[config.mk]
export PLATFORM = sky130hd
export DESIGN_NAME = hilo_scheduler
export DESIGN_NICKNAME = d
export VERILOG_FILES = /design/src/rtl/hilo_pkg.sv /design/src/rtl/hilo_cycle_counter.sv /design/src/rtl/hilo_scheduler.sv
export SDC_FILE = /design/constraint.sdc
export NUM_CORES = 1
export LEC_CHECK = 0
export CAP_MARGIN = 20
export CORE_AREA = 5 5 42 44
export CTS_BUF_LIST = sky130_fd_sc_hd__clkbuf_8
export CTS_CLUSTER_DIAMETER = 100
export CTS_CLUSTER_SIZE = 10
export DETAILED_ROUTE_END_ITERATION = 8
export DIE_AREA = 0 0 47 49
export PLACE_DENSITY = 0.79
export REMOVE_ABC_BUFFERS = 1
export SLEW_MARGIN = 20
export SYNTH_ARGS = -nofsm -noshare
export SYNTH_HDL_FRONTEND = slang
export SYNTH_HIERARCHICAL = 1
export SYNTH_SLANG_ARGS = --single-unit
[constraint.sdc]
create_clock -name clk -period 2.3 [get_ports clk]
set_clock_uncertainty 0.05 [all_clocks]
set_input_delay 0.345 -clock clk [delete_from_list [all_inputs] [get_ports clk]]
set_output_delay 0.345 -clock clk [all_outputs]
set_load 0.02 [all_outputs]
[src/rtl/hilo_pkg.sv]
// hilo_pkg: shared types and constants for the HI/LO multiply/divide sequencer.
package hilo_pkg;

  // Sequencer states: waiting for an op, counting unit latency, committing.
  typedef enum logic [1:0] {
    IDLE = 2'd0,
    BUSY = 2'd1,
    WB   = 2'd2
  } hilo_state_t;

  // unit_op encodings, {IsDiv, Signed}.
  localparam logic [1:0] MULTU = 2'b00;
  localparam logic [1:0] MULT  = 2'b01;
  localparam logic [1:0] DIVU  = 2'b10;
  localparam logic [1:0] DIV   = 2'b11;

  // Latency counter width; covers parameter values up to 63.
  localparam int HILO_CNT_W = 6;

  // Build the unit opcode from the decoded EX flags.
  function automatic logic [1:0] hilo_op(input logic is_div, input logic is_signed);
    return {is_div, is_signed};
  endfunction

endpackage

[src/rtl/hilo_cycle_counter.sv]
// hilo_cycle_counter: loadable down-counter with a zero flag, used to time
// the multiply/divide unit latency. Synchronous active-low reset clears it.
module hilo_cycle_counter
  import hilo_pkg::*;
(
  input  logic                  clk,
  input  logic                  reset,
  input  logic                  load,
  input  logic [HILO_CNT_W-1:0] load_val,
  input  logic                  dec,
  output logic [HILO_CNT_W-1:0] cnt,
  output logic                  zero
);

  logic [HILO_CNT_W-1:0] cnt_reg;
  logic [HILO_CNT_W-1:0] cnt_next;

  // Next count: a load wins over a decrement; never wraps below zero.
  always_comb begin
    cnt_next = cnt_reg;
    if (load) begin
      cnt_next = load_val;
    end else if (dec && (cnt_reg != '0)) begin
      cnt_next = cnt_reg - 1'b1;
    end
  end

  // Count register with synchronous active-low clear.
  always_ff @(posedge clk) begin
    if (!reset) begin
      cnt_reg <= '0;
    end else begin
      cnt_reg <= cnt_next;
    end
  end

  assign cnt  = cnt_reg;
  assign zero = (cnt_reg == '0);

endmodule

[src/rtl/hilo_scheduler.sv]
// hilo_scheduler: launches the multi-cycle mult/div unit, times its latency,
// commits the result to HI/LO and stalls dependent instructions in ID.
// Optional macro HILO_EARLY_DONE_EN: lets unit_done end BUSY early.
module hilo_scheduler
  import hilo_pkg::*;
#(
  parameter int MUL_CYCLES = 4,
  parameter int DIV_CYCLES = 32
) (
  input  logic       clk,
  input  logic       reset,
  input  logic       ID2EX_MulDiv,
  input  logic       ID2EX_IsDiv,
  input  logic       ID2EX_Signed,
  input  logic       IF2ID_ReadHiLo,
  input  logic       IF2ID_WriteHiLo,
  input  logic       IF2ID_MulDiv,
  input  logic       unit_done,
  output logic       unit_start,
  output logic [1:0] unit_op,
  output logic       hilo_we,
  output logic       busy,
  output logic       stall
);

  // Counter preload is N-1 so the count hits zero on the N-th BUSY cycle.
  localparam logic [HILO_CNT_W-1:0] MUL_LOAD = HILO_CNT_W'(MUL_CYCLES - 1);
  localparam logic [HILO_CNT_W-1:0] DIV_LOAD = HILO_CNT_W'(DIV_CYCLES - 1);

  hilo_state_t           state_reg;
  hilo_state_t           state_next;
  logic                  ready_reg;
  logic                  start_next;
  logic [1:0]            op_next;
  logic                  we_next;
  logic                  cnt_load;
  logic                  cnt_dec;
  logic [HILO_CNT_W-1:0] cnt_load_val;
  logic [HILO_CNT_W-1:0] cnt;
  logic                  cnt_zero;
  logic                  early_done;
  logic                  dep_in_id;

`ifdef HILO_EARLY_DONE_EN
  assign early_done = unit_done;
`else
  // Completion is purely count-based; the unit's flag is intentionally dropped.
  logic unused_unit_done;
  assign unused_unit_done = unit_done;
  assign early_done       = 1'b0;
`endif

  hilo_cycle_counter u_counter (
    .clk      (clk),
    .reset    (reset),
    .load     (cnt_load),
    .load_val (cnt_load_val),
    .dec      (cnt_dec),
    .cnt      (cnt),
    .zero     (cnt_zero)
  );

  // State register; ready_reg keeps launches off for the first cycle after reset.
  always_ff @(posedge clk) begin
    if (!reset) begin
      state_reg <= IDLE;
      ready_reg <= 1'b0;
    end else begin
      state_reg <= state_next;
      ready_reg <= 1'b1;
    end
  end

  // Next-state, launch and commit decode.
  always_comb begin
    state_next   = state_reg;
    start_next   = 1'b0;
    op_next      = MULTU;
    we_next      = 1'b0;
    cnt_load     = 1'b0;
    cnt_dec      = 1'b0;
    cnt_load_val = '0;
    case (state_reg)
      IDLE: begin
        if (ID2EX_MulDiv && ready_reg && reset) begin
          start_next   = 1'b1;
          op_next      = hilo_op(ID2EX_IsDiv, ID2EX_Signed);
          cnt_load     = 1'b1;
          cnt_load_val = ID2EX_IsDiv ? DIV_LOAD : MUL_LOAD;
          state_next   = BUSY;
        end
      end
      BUSY: begin
        // A new ID2EX_MulDiv here is a protocol violation and is ignored.
        if (early_done || cnt_zero) begin
          state_next = WB;
        end else begin
          cnt_dec = 1'b1;
        end
      end
      WB: begin
        we_next    = 1'b1;
        state_next = IDLE;
      end
      default: begin
        state_next = IDLE;
      end
    endcase
  end

  // Outputs are forced low while reset is held, even mid-operation.
  assign dep_in_id  = IF2ID_ReadHiLo | IF2ID_WriteHiLo | IF2ID_MulDiv;
  assign unit_start = start_next;
  assign unit_op    = op_next;
  assign hilo_we    = we_next & reset;
  assign busy       = (state_reg != IDLE) & reset;
  assign stall      = (busy | unit_start) & dep_in_id;

endmodule

==> results by group, run 1 <==
Status
  – Result of the run: completed

CTS
  – Count of hold buffers inserted by post-cts repair: 0
  – Number of buffers created by CTS: 3
  – Depth of the CTS H-tree: 1
  – TritonCTS clock tree: built
  – Library cell used as clock root buffer: sky130_fd_sc_hd__clkbuf_8
  – Num Clock Sinks: 9
  – Buffer levels on the longest clock path: 2
  – Clock latency at the later pin of the worst-skew pair: 0.24 ns
  – Register clock-pin slew on the reported worst setup and hold paths: 0.05 ns

Critical path
  – Critical path endpoint category: output port
  – CP Max Fanout: 11
  – Crit path launch type: input port
  – Data required time at the worst endpoint: 1.90 ns
  – Worst path arrival time: 1.80 ns
  – Critical path class: input port to output port
  – Setup crit start: reset
  – Launching point of the worst reg2reg path: u_counter/cnt[0]
  – Worst-case register-to-register setup slack: 0.11 ns

Logic synthesis
  – Top cells by count, synth: sky130_fd_sc_hd__a21oi_1 (10), sky130_fd_sc_hd__dfxtp_1 (9), sky130_fd_sc_hd__inv_1 (7), sky130_fd_sc_hd__o21ai_0 (7), sky130_fd_sc_hd__nor3_1 (4)
  – Top-count cell post-synth: sky130_fd_sc_hd__a21oi_1
  – Count of different cell masters after synthesis: 25
  – Mean Syn Cell Area: 8.94 um2
  – Most instantiated flip-flop cell in the synthesis netlist: sky130_fd_sc_hd__dfxtp_1
  – Post-synthesis share of cell area spent on xor and xnor gates: 0.0321
  – Synthesized-area fraction occupied by and/or/nand/nor cells: 0.252
  – Total standard cell area after synthesis: 546 um2
  – Most area-hungry cell type in the Yosys netlist: sky130_fd_sc_hd__dfxtp_1
  – Number of warnings printed during yosys synthesis: 6
  – Register bit total from synthesis: 9
  – Sequential fraction of the synthesis area: 0.330
  – Number of standard cells after synthesis: 61
  – Proportion of synthesized area in mux cells: 0.0390
  – Adder-cell area share of the yosys netlist: 0.0459
  – Share of flip-flops with an asynchronous set or reset: 0
  – Post-synthesis compound-gate area fraction: 0.222
  – Share of Yosys cell area claimed by the top area cell type: 0.330
  – Top area cells in the synthesized netlist: sky130_fd_sc_hd__dfxtp_1 (33%), sky130_fd_sc_hd__a21oi_1 (9.2%), sky130_fd_sc_hd__o21ai_0 (6.4%)
  – Post-synth EDFFs: 0
  – Dominant combinational cell family by area after synthesis: simple AND/OR/NAND/NOR gates

STA
  – Worst slew pin tran: 0.587 ns
  – RSZ-0062 raised after global routing: false
  – Achievable frequency: 456 MHz
  – Final max-slew violation count: 0
  – Setup-failing EPs final: 0
  – Final sum of negative setup slack: 0 ns
  – Portion of the clock cycle consumed by the worst path in the final layout: 0.954
  – Time the final worst path needs with I/O delays and setup: 2.19 ns
  – Slew HR: 0.603
  – Worst Hold Slack: 0.514 ns
  – Count of endpoints failing hold in the final timing report: 0
  – Final worst setup slack: 0.106 ns

Finish
  – Post-route cell area: 773 um2
  – Final cell count without fillers: 98
  – Area delta synth->final: 41.7%
  – Fraction of final layout cells with drive strength greater than 1: 0.220
  – # nets final: 94
  – Antenna diode count: 0
  – Final standard cell utilization of the core: 0.552
  – Number of flip-flops in the largest register: 6

Route
  – Remaining DRCs: 0
  – Violation count after the first detailed-route iteration: 17
  – Post-DRT Antenna Nets: 0
  – Number of vias per cell after detailed routing: 5.23
  – Average wire per standard cell: 12.8 um
  – Number of detailed-routing iterations run before antenna repair: 4
  – Final wirelength: 1250 um
  – Via total after detailed routing: 513

Floorplanning
  – Num rows: 14
  – Width of the die: 47 um
  – Placeable Area: 0.00140 mm2
  – Die footprint: 0.00230 mm2
  – Die span in y: 49 um
  – IO Pins: 15
  – Effective utilization at floorplan: 0.389

Power
  – Max rail drop VDD: 0.272 mV
  – Power density over cell area: 640 mW/mm2
  – Post-route total power: 495 uW
  – Static Leakage: 0.330 nW

Placed design
  – Input/output buffers: 13
  – RD Place Congestion: 0.744
  – Placement Cell Area: 721 um2
  – Setup slack at placement: -0.0448 ns
  – Placed Cells: 94
  – Detailed Place HPWL: 901 um

Worst hold path
  – Hold Path Class: flip-flop to flip-flop
  – Startpoint of the tightest hold check path: u_counter/cnt[5]

Global routing
  – Wire length of the first global-routing pass: 1980 um
  – Global routing usage summed across all routing layers: 0.125
  – Via count of the first global-routing pass: 459
  – Pin count of the biggest net entering global routing: 12
  – Remaining global-route overflow: 0
  – Antenna violations before repair: 0

Run
  – Maxcap violations: 0
-- report_power, final --
group / total [mW] / internal [mW] / switching [mW]
Sequential: 0.183 / 0.169 / 0.0143
Clock: 0.188 / 0.117 / 0.0709
Combinational: 0.124 / 0.0649 / 0.0594
-- worst paths after layout --
| path | cells past startpoint | to |
|---|---|---|
| hold reg to reg | 2 | u_counter/cnt[5] |
| hold / removal | 2 | u_counter/cnt[5] |
| setup reg to reg | 9 | u_counter/cnt[5] |
| setup / recovery | 5 | busy |
-- worst max-delay path: stages --
cell and delay (ns):
sky130_fd_sc_hd__clkdlybuf4s50_1 0.50, sky130_fd_sc_hd__buf_4 0.17, sky130_fd_sc_hd__o21ai_0 0.12, sky130_fd_sc_hd__inv_1 0.06, sky130_fd_sc_hd__clkdlybuf4s50_1 0.60
-- cells in the final DEF, fill, tap and decap left out --
cell type / count
sky130_fd_sc_hd__a21oi_1: 10
sky130_fd_sc_hd__conb_1: 1
sky130_fd_sc_hd__mux2_1: 1
sky130_fd_sc_hd__ha_1: 1
sky130_fd_sc_hd__or4b_4: 2
sky130_fd_sc_hd__nor2_1: 2
sky130_fd_sc_hd__xnor2_1: 2
sky130_fd_sc_hd__nor3_4: 1
sky130_fd_sc_hd__and3b_2: 1
sky130_fd_sc_hd__or3_1: 1
sky130_fd_sc_hd__inv_1: 8
sky130_fd_sc_hd__nor3b_2: 1
sky130_fd_sc_hd__a2bb2o_4: 1
sky130_fd_sc_hd__o21ai_4: 1
sky130_fd_sc_hd__nor4b_1: 1
sky130_fd_sc_hd__buf_4: 5
sky130_fd_sc_hd__clkbuf_8: 3
sky130_fd_sc_hd__o21ai_0: 7
sky130_fd_sc_hd__or2_4: 1
sky130_fd_sc_hd__dfxtp_1: 9
sky130_fd_sc_hd__nor4_1: 1
sky130_fd_sc_hd__dlymetal6s2s_1: 1
sky130_fd_sc_hd__nand3_1: 1
sky130_fd_sc_hd__nand2_1: 1
sky130_fd_sc_hd__mux2i_1: 1
sky130_fd_sc_hd__ha_2: 1
sky130_fd_sc_hd__clkdlybuf4s50_1: 9
sky130_fd_sc_hd__and4b_2: 1
sky130_fd_sc_hd__dlygate4sd2_1: 3
sky130_fd_sc_hd__nor3_1: 4
-- layout make-up --
type / count / area, um2
Fill cell: 130 / 628
Inverter: 7 / 26.3
Tap cell: 16 / 20.0
Timing Repair Buffer: 18 / 166
Clock inverter: 1 / 3.75
Sequential cell: 9 / 180
Multi-Input combinational cell: 44 / 335
Clock buffer: 3 / 41.3
-- what timing repair did --
item,CTS,global route
endpoints found under the setup margin,3,2
pin swaps,0,1
setup buffers,0,0
gates resized for setup,3,3
-- routing by layer --
metal / part of all wire / routed length (um) / GRT usage
met3: 0.040 / 50 / 0.0332
met1: 0.41 / 517 / 0.145
met5: 0 / 0 / 0
met2: 0.51 / 644 / 0.186
met4: 0.033 / 42 / 0.0968
-- kinds of logic (layout without fill, tap and decap cells) --
kind of cell,Yosys count,in the layout
AOI/OAI and AO/OA,19,19
and+or+nand+nor,18,18
DFF,9,9
buffers and inverters,8,29
adders and majority gates,2,2
xor gates and xnor gates,2,2
muxes,2,2
other,1,1
(Power assumes the default switching activity.)
==> inputs of run 2 (changes only) <==
==> constraint.sdc (replaced) <==
create_clock -name clk -period 2.3 [get_ports clk]
set_clock_uncertainty 0.05 [all_clocks]
set_input_delay 0.46 -clock clk [delete_from_list [all_inputs] [get_ports clk]]
set_output_delay 0.46 -clock clk [all_outputs]
set_load 0.02 [all_outputs]
==> run 2 against run 1 <==
Effect of this change: cell area shrank 2.1%; via count fell by 2.7%; non-clock buffer count did not move; critical path type is now flip-flop to flip-flop; core utilization is 1.2 points lower; clock power fell by 4%; largest cell class unchanged; largest power group is now sequential cells.
==> results by group, run 2 (same netlist as run 1, synthesis figures left out) <==
Status
  – Result of the run: completed

Route
  – Number of detailed-routing iterations run before antenna repair: 4 (unchanged)
  – Via total after detailed routing: 499 (-2.7%)
  – Final wirelength: 1220 um (-2.9%)
  – Post-DRT Antenna Nets: 0 (unchanged)
  – Violation count after the first detailed-route iteration: 14 (-3)
  – Number of vias per cell after detailed routing: 5.09 (-2.7%)
  – Average wire per standard cell: 12.4 um (-2.9%)
  – Remaining DRCs: 0 (unchanged)

Placed design
  – Detailed Place HPWL: 936 um (+4.0%)
  – RD Place Congestion: 0.747 (+0.36%)
  – Input/output buffers: 13 (unchanged)
  – Setup slack at placement: -0.301 ns (-0.256 ns)

Global routing
  – Global routing usage summed across all routing layers: 0.122 (-0.00354)
  – Antenna violations before repair: 0 (unchanged)
  – Wire length of the first global-routing pass: 2050 um (+3.5%)
  – Remaining global-route overflow: 0 (unchanged)
  – Pin count of the biggest net entering global routing: 12 (unchanged)
  – Via count of the first global-routing pass: 470 (+2.4%)

Run
  – Maxcap violations: 0 (unchanged)

Floorplanning
  – Die footprint: 0.00230 mm2 (unchanged)
  – Effective utilization at floorplan: 0.389 (unchanged)
  – Die span in y: 49 um (unchanged)
  – Placeable Area: 0.00140 mm2 (unchanged)
  – IO Pins: 15 (unchanged)
  – Num rows: 14 (unchanged)
  – Width of the die: 47 um (unchanged)

Critical path
  – Worst path arrival time: 2.24 ns (+0.44 ns)
  – List of cells traversed by the critical path: inv_1 -> ha_2 -> or4b_4 -> nor2_1 -> nor3b_2 -> or4b_4 -> nor3_4 -> mux2i_1 -> a21oi_1
  – Critical path class: flip-flop to flip-flop
  – Most used cell, CP: sky130_fd_sc_hd__or4b_4
  – Buf/Inv on CP: 1 (-3)
  – Crit path launch type: flip-flop
  – Critical path endpoint category: flip-flop
  – Cell family with most CP delay: simple AND/OR/NAND/NOR gates
  – Stage delay of the slowest cell on the critical path: 0.52 ns (-0.08 ns)
  – Cell at the slowest stage of the critical path: sky130_fd_sc_hd__or4b_4
  – CP Max Fanout: 3 (-8)
  – Data required time at the worst endpoint: 2.36 ns (+0.46 ns)

STA
  – Final sum of negative setup slack: 0 ns (unchanged)
  – Setup-failing EPs final: 0 (unchanged)
  – Worst slew pin tran: 0.489 ns (-0.0974 ns)
  – RSZ-0062 raised after global routing: false
  – Final max-slew violation count: 0 (unchanged)
  – Time the final worst path needs with I/O delays and setup: 2.18 ns (-0.0101 ns)
  – Final worst setup slack: 0.116 ns (+0.0101 ns)
  – Count of endpoints failing hold in the final timing report: 0 (unchanged)
  – Achievable frequency: 458 MHz (+0.46%)
  – Slew HR: 0.669 (+0.0658)
  – Portion of the clock cycle consumed by the worst path in the final layout: 0.950 (-0.00437)

Finish
  – Number of flip-flops in the largest register: 6 (unchanged)
  – Top library cells by usage in the layout, fill and taps aside: sky130_fd_sc_hd__a21oi_1 (10), sky130_fd_sc_hd__dfxtp_1 (8), sky130_fd_sc_hd__o21ai_0 (7), sky130_fd_sc_hd__inv_1 (7), sky130_fd_sc_hd__clkdlybuf4s50_1 (7)
  – Area delta synth->final: 38.8%
  – Commonest non-fill, non-tap cell in the layout: sky130_fd_sc_hd__a21oi_1
  – Antenna diode count: 0 (unchanged)
  – # nets final: 94 (unchanged)
  – Fraction of final layout cells with drive strength greater than 1: 0.280 (+0.0610)
  – Final standard cell utilization of the core: 0.540 (-0.0116)

CTS
  – Register clock-pin slew on the reported worst setup and hold paths: 0.05 ns (about the same)
  – Depth of the CTS H-tree: 1 (unchanged)
  – TritonCTS clock tree: built
  – Num Clock Sinks: 9 (unchanged)
  – Buffer levels on the longest clock path: 2 (unchanged)
  – Count of hold buffers inserted by post-cts repair: 0 (unchanged)
  – Library cell used as clock root buffer: sky130_fd_sc_hd__clkbuf_8
  – Clock latency at the later pin of the worst-skew pair: 0.23 ns (about the same)
  – Number of setup buffers added after CTS: 0 (unchanged)
  – Number of buffers created by CTS: 3 (unchanged)

Power
  – Max rail drop VDD: 0.418 mV (+54%)
  – Power density over cell area: 642 mW/mm2 (+0.21%)
  – Static Leakage: 0.318 nW (-3.8%)

Worst hold path
  – Hold Path Class: flip-flop to flip-flop
## run 2: repair_timing
| item | in CTS | in global routing |
|---|---|---|
| pin swaps | 0 | 1 |
| endpoints found under the setup margin | 6 | 4 |
| resized for setup | 7 | 11 |
## run 2: layout make-up
class                   count  area, um2
fillers                   134        644
inverters                   7       26.3
repair buffers             18        149
flip-flops and latches      9        181
multi-input cells          44        335
clock inverters             1       3.75
clock buffers               3       41.3
well taps                  16       20.0
## run 2: worst paths after layout
path                     from          endpoint  slack, ns  cells after the start
max          u_counter/cnt[1]  u_counter/cnt[5]       0.12                      9
min          u_counter/cnt[5]  u_counter/cnt[5]       0.53                      2
max reg2reg  u_counter/cnt[1]  u_counter/cnt[5]       0.12                      9
min reg2reg  u_counter/cnt[5]  u_counter/cnt[5]       0.53                      2
## run 2: through the flow
step / hold WS [ns] / cell area (um2) / std cells / total power [mW]
after floorplan: 0.438 / 533 / 60 / 0.263
after global placement: 0.509 / 721 / 94 / 0.303
after detailed placement: 0.532 / 721 / 94 / 0.308
after CTS: 0.537 / 759 / 98 / 0.486
after global routing: 0.581 / 757 / 98 / 0.513
final: 0.531 / 757 / 98 / 0.486
## run 2: power breakdown
| part | internal, mW | switching (mW) | total, mW |
|---|---|---|---|
| combinational | 0.0625 | 0.0579 | 0.120 |
| clock | 0.116 | 0.0648 | 0.181 |
| sequential | 0.169 | 0.0150 | 0.184 |
## run 2: layer usage
metal | vias up | global-route usage | part of all wire
li1 | 259 | - | -
met1 | 229 | 0.160 | 0.45
met2 | 9 | 0.186 | 0.51
met3 | 2 | 0.0221 | 0.022
met4 | 0 | 0.0553 | 0.022
met5 | - | 0 | 0
## run 2: worst min-delay path: stages, from the launching register on
cell	delay [ns]
sky130_fd_sc_hd__dfxtp_1	0.33
sky130_fd_sc_hd__mux2i_1	0.13
sky130_fd_sc_hd__a21oi_1	0.08
